## src/rtl/timer_cfg_seq.sv

```systemverilog
`default_nettype none
// ============================================================================
// Module   : timer_cfg_seq
// Brief    : APB master that runs the timer bring-up write sequence from one
//            start pulse, then reads TCR back and checks it.
// Revision : 1.0 - initial release
// ============================================================================
module timer_cfg_seq #(
    parameter int TIMEOUT      = 16,
    parameter bit ABORT_ON_ERR = 1'b1
) (
    input  logic        sys_clk,
    input  logic        sys_rst,
    input  logic        cfg_start,
    input  logic [63:0] cfg_reload,
    input  logic [63:0] cfg_cmp,
    input  logic [3:0]  cfg_div_val,
    input  logic        cfg_div_en,
    input  logic        cfg_int_en,
    output logic        tim_psel,
    output logic        tim_penable,
    output logic        tim_pwrite,
    output logic [11:0] tim_paddr,
    output logic [31:0] tim_pwdata,
    output logic [3:0]  tim_pstrb,
    input  logic        tim_pready,
    input  logic        tim_pslverr,
    input  logic [31:0] tim_prdata,
    output logic        busy,
    output logic        done,
    output logic        err,
    output logic [3:0]  err_step
);

    localparam int              CW          = $clog2(TIMEOUT + 1);
    localparam logic [CW-1:0]   c_to_last   = CW'(TIMEOUT - 1);
    localparam logic [1:0]      c_st_idle   = 2'd0;
    localparam logic [1:0]      c_st_setup  = 2'd1;
    localparam logic [1:0]      c_st_access = 2'd2;
    localparam logic [3:0]      c_last_step = 4'd8;

    logic [1:0]    r_state;
    logic [3:0]    r_step;
    logic [CW-1:0] r_cnt;
    logic [63:0]   r_reload;
    logic [63:0]   r_cmp;
    logic [3:0]    r_div_val;
    logic          r_div_en;
    logic          r_int_en;

    logic [3:0]    w_nstep;
    logic [11:0]   w_naddr;
    logic [31:0]   w_ndata;
    logic          w_nwrite;
    logic [3:0]    w_nstrb;
    logic [31:0]   w_tcr_off;
    logic [31:0]   w_rb_exp;
    logic          w_xfer_done;
    logic          w_xfer_err;
    logic          w_timeout;
    logic          w_err_evt;
    logic          w_finish;

    assign w_tcr_off = {20'b0, r_div_val, 6'b0, r_div_en, 1'b0};
    assign w_rb_exp  = w_tcr_off | 32'h1;
    assign w_nstep   = r_step + 4'd1;

    // Address/data of the transfer that follows the current one.
    always_comb begin
        w_naddr  = 12'h000;
        w_ndata  = 32'h0;
        w_nwrite = 1'b1;
        w_nstrb  = 4'hF;
        case (w_nstep)
            4'd1:    begin w_naddr = 12'h004; w_ndata = r_reload[31:0];  end
            4'd2:    begin w_naddr = 12'h008; w_ndata = r_reload[63:32]; end
            4'd3:    begin w_naddr = 12'h00C; w_ndata = r_cmp[31:0];     end
            4'd4:    begin w_naddr = 12'h010; w_ndata = r_cmp[63:32];    end
            4'd5:    begin w_naddr = 12'h014; w_ndata = {31'b0, r_int_en}; end
            4'd6:    w_ndata = w_tcr_off;
            4'd7:    w_ndata = w_rb_exp;
            4'd8:    begin w_nwrite = 1'b0; w_nstrb = 4'h0; end
            default: ;
        endcase
    end

    assign w_xfer_done = (r_state == c_st_access) && tim_pready;
    assign w_xfer_err  = tim_pslverr || ((r_step == c_last_step) && (tim_prdata != w_rb_exp));
    // pready on the final timeout cycle still completes the transfer.
    assign w_timeout   = (r_state == c_st_access) && !tim_pready && (r_cnt == c_to_last);
    assign w_err_evt   = (w_xfer_done && w_xfer_err) || w_timeout;
    assign w_finish    = w_timeout ||
                         (w_xfer_done && ((r_step == c_last_step) || (tim_pslverr && ABORT_ON_ERR)));

    always_ff @(posedge sys_clk) begin
        if (sys_rst) begin
            r_state     <= c_st_idle;
            r_step      <= 4'd0;
            r_cnt       <= '0;
            r_reload    <= 64'h0;
            r_cmp       <= 64'h0;
            r_div_val   <= 4'h0;
            r_div_en    <= 1'b0;
            r_int_en    <= 1'b0;
            tim_psel    <= 1'b0;
            tim_penable <= 1'b0;
            tim_pwrite  <= 1'b0;
            tim_paddr   <= 12'h000;
            tim_pwdata  <= 32'h0;
            tim_pstrb   <= 4'h0;
            busy        <= 1'b0;
            done        <= 1'b0;
            err         <= 1'b0;
            err_step    <= 4'd0;
        end else begin
            done <= 1'b0;
            if (w_err_evt) begin
                err <= 1'b1;
                if (!err) begin
                    err_step <= r_step;
                end
            end
            if (w_finish) begin
                r_state     <= c_st_idle;
                r_step      <= 4'd0;
                tim_psel    <= 1'b0;
                tim_penable <= 1'b0;
                tim_pwrite  <= 1'b0;
                tim_paddr   <= 12'h000;
                tim_pwdata  <= 32'h0;
                tim_pstrb   <= 4'h0;
                busy        <= 1'b0;
                done        <= 1'b1;
            end else begin
                case (r_state)
                    c_st_idle: begin
                        if (cfg_start) begin
                            r_reload    <= cfg_reload;
                            r_cmp       <= cfg_cmp;
                            r_div_val   <= cfg_div_val;
                            r_div_en    <= cfg_div_en;
                            r_int_en    <= cfg_int_en;
                            err         <= 1'b0;
                            err_step    <= 4'd0;
                            r_step      <= 4'd0;
                            tim_psel    <= 1'b1;
                            tim_penable <= 1'b0;
                            tim_pwrite  <= 1'b1;
                            tim_paddr   <= 12'h000;
                            tim_pwdata  <= 32'h0;
                            tim_pstrb   <= 4'hF;
                            busy        <= 1'b1;
                            r_state     <= c_st_setup;
                        end
                    end
                    c_st_setup: begin
                        tim_penable <= 1'b1;
                        r_cnt       <= '0;
                        r_state     <= c_st_access;
                    end
                    c_st_access: begin
                        if (w_xfer_done) begin
                            r_step      <= w_nstep;
                            tim_penable <= 1'b0;
                            tim_pwrite  <= w_nwrite;
                            tim_paddr   <= w_naddr;
                            tim_pwdata  <= w_ndata;
                            tim_pstrb   <= w_nstrb;
                            r_state     <= c_st_setup;
                        end else begin
                            r_cnt <= r_cnt + 1'b1;
                        end
                    end
                    default: r_state <= c_st_idle;
                endcase
            end
        end
    end

endmodule
`default_nettype wire
```

## config.mk

```make
export PLATFORM = sky130hd
export DESIGN_NAME = timer_cfg_seq
export DESIGN_NICKNAME = d
export VERILOG_FILES = /design/src/rtl/timer_cfg_seq.sv
export SDC_FILE = /design/constraint.sdc
export NUM_CORES = 1
export LEC_CHECK = 0
export ABC_CLOCK_PERIOD_IN_PS = 6500
export CAP_MARGIN = 10
export CORE_ASPECT_RATIO = 1.2
export CORE_MARGIN = 4
export CORE_UTILIZATION = 36
export CTS_CLUSTER_SIZE = 40
export DETAILED_ROUTE_END_ITERATION = 12
export GPL_TIMING_DRIVEN = 0
export HOLD_SLACK_MARGIN = 0.1
export SYNTH_ARGS = -nofsm -noshare
export SYNTH_HDL_FRONTEND = slang
export SYNTH_SLANG_ARGS = --single-unit
```

## constraint.sdc

```tcl
create_clock -name sys_clk -period 6.5 [get_ports sys_clk]
set_input_delay 1.3 -clock sys_clk [delete_from_list [all_inputs] [get_ports sys_clk]]
set_output_delay 1.3 -clock sys_clk [all_outputs]
set_load 0.005 [all_outputs]
```

==> reports/metrics.cfg, run 1 <==
[synthesis]
syn_avg_cell_area_um2=8.182
synth_warnings=0
synth_common_cells=nand2_1 (298), dfxtp_1 (189), a21oi_1 (149), a22oi_1 (56), clkbuf_1 (46)
async_flop_share_pct=0
yosysTopAreaCell=dfxtp_1
netlist_area_um2=8951
synth_seq_cells=189
ys_types=57
yosysSeqAreaShare_pct=42.27
synthFlopType=dfxtp_1
synth_top_area_share_pct=42.27
synth-edff-count=0
netlist_instances=1094
synth_area_leaders=dfxtp_1 (42%), nand2_1 (12%), a21oi_1 (8.3%)
yosys.cell_count.top_type=nand2_1

[worst_setup_path]
path_cells=clkdlybuf4s50_1 -> o21ai_1 -> a31o_2 -> nand2b_1 -> nor2_1 -> clkbuf_1 -> o2bb2ai_1
slowest_stage=nor2_1
cp_data_required_time_ps=6860
start_kind=input port
max_stage_delay_ps=650
cp-end-kind=flip-flop
cp_max_fo=10
r2r-start=r_cnt[0]$_SDFFE_PP0P_
startpoint=tim_pready
arrival_ps=3960
critPathKind=in -> reg

[route]
drt.antenna.violating_nets=0
dr_total_vias=9078
via_per_inst=5.429
drtIter0Drc=685
drc=0
dr.pass1.iters=6
wl_per_cell_um=19.61
routed_wirelength_um=32780

[grt]
grt_max_degree=17
gr-total-overflow=0
grt_pass1_vias=8752
antenna_found_initial=0
track_usage_pct=22.96
grt_pass1_wl_um=50010

[clock_network]
h-tree-depth=4
root_buffer=clkbuf_16
cts-hold-fix-buffers=0
cts_resized=0
worstSkewPairLatency_ps=440
cts_tree=yes
clk_pin_slew_ps=70
cts_setup_buffers=0
clock_sinks=189
numCtsBuffers=17
clock_path_buffers=2

[sta]
finalClockSkew_ps=9.593
fmax_ghz=0.2780
drv_slew=0
min_period_over_period_pct=55.35
rsz0062_at_grt=no
period_needed_ps=3598
finalHoldViolCount=0
setup_viol=0
tightest_slew_ps=811.8
setup_tns_ps=0
relSlewSlack_pct=45.68

[placement]
gp_congestion=0.8739
dpl.hpwl_um=24590
port_buffers=218

[die]
dieWidth_um=151.9
core_um2=24200
fp.dieH_um=180.7
start_util_pct=36.98
die-area_um2=27460
rows=62
ios=229

[finish]
drive_gt1_share_pct=8.358
num_antenna_cells=0
fin_nets=1522
final_core_util_pct=50.27
syn_to_final_growth_pct=35.94
nFillCells=2410

[power_and_ir_drop]
powerDensity_nw_per_um2=259.2
ir_drop_mv=0.1639
p_leak_nw=4.510
power_mw=3.154

[worst_hold_path]
hp-class=reg -> reg
hold_start=r_reload[32]$_SDFFE_PP0P_

[run_status]
status=complete, no violations

[flow_run]
drv_cap=0

[final timing paths]
path	to	slack (ps)	cells after the start
worst max-delay path	tim_pwdata[13]$_SDFFE_PP0P_	2900	7
worst min register to register	r_reload[32]$_SDFFE_PP0P_	460	2
worst min-delay path	r_reload[32]$_SDFFE_PP0P_	460	2
worst max register to register	tim_pwdata[13]$_SDFFE_PP0P_	3290	9
[state kept, by name, indices dropped and copies added (netlist names), 2 cells and up]
register,cells
r_div_val,4
tim_pwdata,32
tim_paddr,3
r_reload,64
r_cmp,64
r_cnt,5
r_step,4
r_state,2
err_step,4
[critical path: cells and delay by family]
kind                   cells  cell delay [ps]
buffers and inverters      2             1040
AND/OR/NAND/NOR            2              780
AO/OA/AOI/OAI              3              840
[area by class of cell]
| type | instances | area (µm²) | share of cell area, % |
|---|---|---|---|
| buffer | 111 | 601.8 | 4.946 |
| clock buffer | 20 | 446.7 | 3.671 |
| clock inverter | 12 | 157.7 | 1.296 |
| inverter | 8 | 30.03 | 0.2468 |
| multi-input combinational | 794 | 4566 | 37.52 |
| sequential | 189 | 3784 | 31.10 |
| tap | 320 | 400.4 | 3.290 |
| timing repair buffer | 218 | 2182 | 17.93 |
[routing by layer]
layer	share of wire (%)	wire length, µm	up-vias	track usage, %
met5	0	0	-	0
met4	2.3	752	0	7.878
met3	5.7	1885	46	3.207
met2	50	16390	355	40.14
met1	42	13750	4283	29.05
li1	-	-	4394	-
[kinds of logic after synthesis]
logic type      synth area share (%)
compound gates                 25.06
xor+xnor                      0.6849
fa+ha+maj                      1.677
buf+inv                        7.059
flops                          42.27
mux                           0.4473
other cells                  0.04189
simple gates                   22.76
[report_power, final]
part / leakage (nW) / switching [mW] / internal, mW
registers: 1.54 / 0.0977 / 1.27
logic: 2.68 / 0.393 / 0.297
clock network: 0.288 / 0.476 / 0.620
[metrics by stage]
step | hold WS, ps | area (µm²) | setup slack [ps] | cells
finish | 456.1 | 12170 | 2902 | 1672
global route | 481.2 | 12170 | 2683 | 1672
CTS | 456.4 | 12170 | 2922 | 1672
detailed placement | 446.6 | 11560 | 2494 | 1640
global placement | 440.9 | 11560 | 2533 | 1640
floorplan | 435.7 | 8981 | 3873 | 1102
[placed cells by master (no fill, tap or decap), types with 9 or more instances in the layout]
cell and n:
buf_4 29, clkbuf_16 17, conb_1 9, and3b_1 25, o2bb2ai_1 25, dfxtp_1 189, a22oi_1 56, a221oi_1 27
clkbuf_1 48, o221ai_1 25, ha_1 12, nand2_1 298, and3_1 29, nor2_1 17, buf_2 31, nand3_1 31
a21oi_1 149, clkdlybuf4s50_1 218
(Power assumes the default switching activity.)
==> run 2: changes to the inputs <==
--- a/config.mk
+++ b/config.mk
@@ -5,7 +5,7 @@
 export SDC_FILE = /design/constraint.sdc
 export NUM_CORES = 1
 export LEC_CHECK = 0
-export ABC_CLOCK_PERIOD_IN_PS = 6500
+export ABC_CLOCK_PERIOD_IN_PS = 3170
 export CAP_MARGIN = 10
 export CORE_ASPECT_RATIO = 1.2
 export CORE_MARGIN = 4
==> constraint.sdc (replaced) <==
create_clock -name sys_clk -period 3.17 [get_ports sys_clk]
set_input_delay 0.634 -clock sys_clk [delete_from_list [all_inputs] [get_ports sys_clk]]
set_output_delay 0.634 -clock sys_clk [all_outputs]
set_load 0.005 [all_outputs]
==> run 2 against run 1 <==
Against the previous run: sequential cell count unchanged; die area unchanged; worst setup slack got worse by 2600 ps; combinational power increased by 100%; clock skew increased by 1.1 ps; critical endpoint is now r_reload[30]$_SDFFE_PP0P_; largest power group unchanged.
==> reports/metrics.cfg, run 2 (same netlist as run 1, synthesis figures left out) <==
[die]
dieWidth_um=151.9
ios=229
fp.dieH_um=180.7
start_util_pct=36.98
rows=62
core_um2=24200
die-area_um2=27460

[clock_network]
clock_path_buffers=2
worstSkewPairLatency_ps=440
cts-hold-fix-buffers=0
clock_sinks=189
h-tree-depth=4
clk_pin_slew_ps=70
cts_tree=yes
cts_setup_buffers=0
numCtsBuffers=17
root_buffer=clkbuf_16

[finish]
final_common_cell=nand2_1
reg.largest.list=r_cmp: 64 flops, r_reload: 64 flops, tim_pwdata: 32 flops
drive_gt1_share_pct=8.506
syn_to_final_growth_pct=35.98
fin_area_um2=12170
num_antenna_cells=0
fin_nets=1522
nFillCells=2412
final_cell_mix=nand2_1 (298), clkdlybuf4s50_1 (218), dfxtp_1 (189)

[sta]
relSlewSlack_pct=51.32
tightest_slew_ps=730.1
drv_slew=0
min_period_over_period_pct=89.98
finalHoldViolCount=0
setup_viol=0
finalClockSkew_ps=10.73
period_needed_ps=2852
rsz0062_at_grt=no
fmax_ghz=0.3506

[worst_setup_path]
critPathCapture=r_reload[30]$_SDFFE_PP0P_
r2r-start=r_cnt[0]$_SDFFE_PP0P_
startpoint=r_cnt[0]$_SDFFE_PP0P_
rr_worst_depth=10
arrival_ps=3160
critPathKind=reg -> reg
r2r_end=r_reload[30]$_SDFFE_PP0P_
cp_data_required_time_ps=3470
worst-r2r-setup-slack_ps=320
cp-end-kind=flip-flop
start_kind=flip-flop
cp_max_fo=10

[route]
via_per_inst=5.414
wl_per_cell_um=19.60
drt.antenna.violating_nets=0
dr.pass1.iters=5
routed_wirelength_um=32770
dr_total_vias=9053
drc=0
drtIter0Drc=660

[power_and_ir_drop]
p_leak_nw=4.513
power_mw=6.468
powerDensity_nw_per_um2=531.4
ir_drop_mv=0.3393

[grt]
grt_max_degree=17
grt_pass1_wl_um=50010
grt_pass1_vias=8752
track_usage_pct=22.96
gr-total-overflow=0
antenna_found_initial=0

[flow_run]
drv_cap=0

[placement]
dpl-instance-area_um2=11560
dpl.hpwl_um=24590
gp_congestion=0.8739
port_buffers=218

[worst_hold_path]
hold_depth=2
hp-class=reg -> reg

[run_status]
status=complete, no violations

## run 2: changes by cell type in the layout (fill, tap and decap cells not counted)
cell and delta:
clkbuf_1 -1, clkbuf_2 +1, nor2_1 -1, nor2_2 +1
## run 2: layout make-up
cell class | count | area, µm² | share of cell area (%)
multi-input cells | 794 | 4568 | 37.53
plain buffers | 111 | 603.1 | 4.955
well taps | 320 | 400.4 | 3.289
flip-flops and latches | 189 | 3784 | 31.09
inverters | 8 | 30.03 | 0.2467
repair buffers | 218 | 2182 | 17.93
clock inverters | 12 | 157.7 | 1.295
clock buffers | 20 | 446.7 | 3.670
## run 2: worst min-delay path by stage
stage	startpoint	end
after floorplan	r_reload[40]$_SDFFE_PP0P_	r_reload[40]$_SDFFE_PP0P_
after global placement	tim_paddr[3]$_SDFFE_PP0P_	tim_paddr[3]$_SDFFE_PP0P_
after detailed placement	r_reload[43]$_SDFFE_PP0P_	r_reload[43]$_SDFFE_PP0P_
after CTS	r_reload[43]$_SDFFE_PP0P_	r_reload[43]$_SDFFE_PP0P_
after global routing	tim_pwdata[16]$_SDFFE_PP0P_	tim_pwdata[16]$_SDFFE_PP0P_
final	r_reload[43]$_SDFFE_PP0P_	r_reload[43]$_SDFFE_PP0P_
## run 2: critical path: stages, from the launching register on
cell	delay [ps]
dfxtp_1	340
ha_1	210
and3_1	180
ha_1	230
o21ai_1	370
a31o_2	280
nand3_1	380
buf_2	350
buf_2	230
nand2_1	90
a21oi_1	60
## run 2: layer usage
layer	global-route usage (%)	vias up	part of all wire, %
met5	0	-	0
met4	7.878	0	2.4
met3	3.207	50	5.9
met2	40.14	361	50
met1	29.05	4251	42
li1	-	4391	-
## run 2: where the power goes
part	total [mW]	switching, mW	internal [mW]
combinational	1.41	0.802	0.610
clock	2.25	0.979	1.27
sequential	2.81	0.201	2.61
total	6.47	1.98	4.49
## run 2: what timing repair did
item / in CTS / in global routing
endpoints found under the setup margin: 10 / 10
cloned: 0 / 0
gates resized for setup: 1 / 2
## run 2: per-stage QoR
step | hold WS [ps] | utilization [%] | std cells | worst slack (ps) | setup TNS, ps
2_1_floorplan | 435.7 | - | 1102 | 956.7 | 0
3_3_place_gp | 440.9 | 47.78 | 1640 | -130.7 | -1263
3_5_place_dp | 446.6 | 47.78 | 1640 | -170.1 | -1584
4_1_cts | 456.4 | 50.28 | 1672 | 155.3 | 0
5_1_grt | 481.2 | 50.29 | 1672 | 54.46 | 0
6_report | 457.0 | 50.29 | 1672 | 317.6 | 0
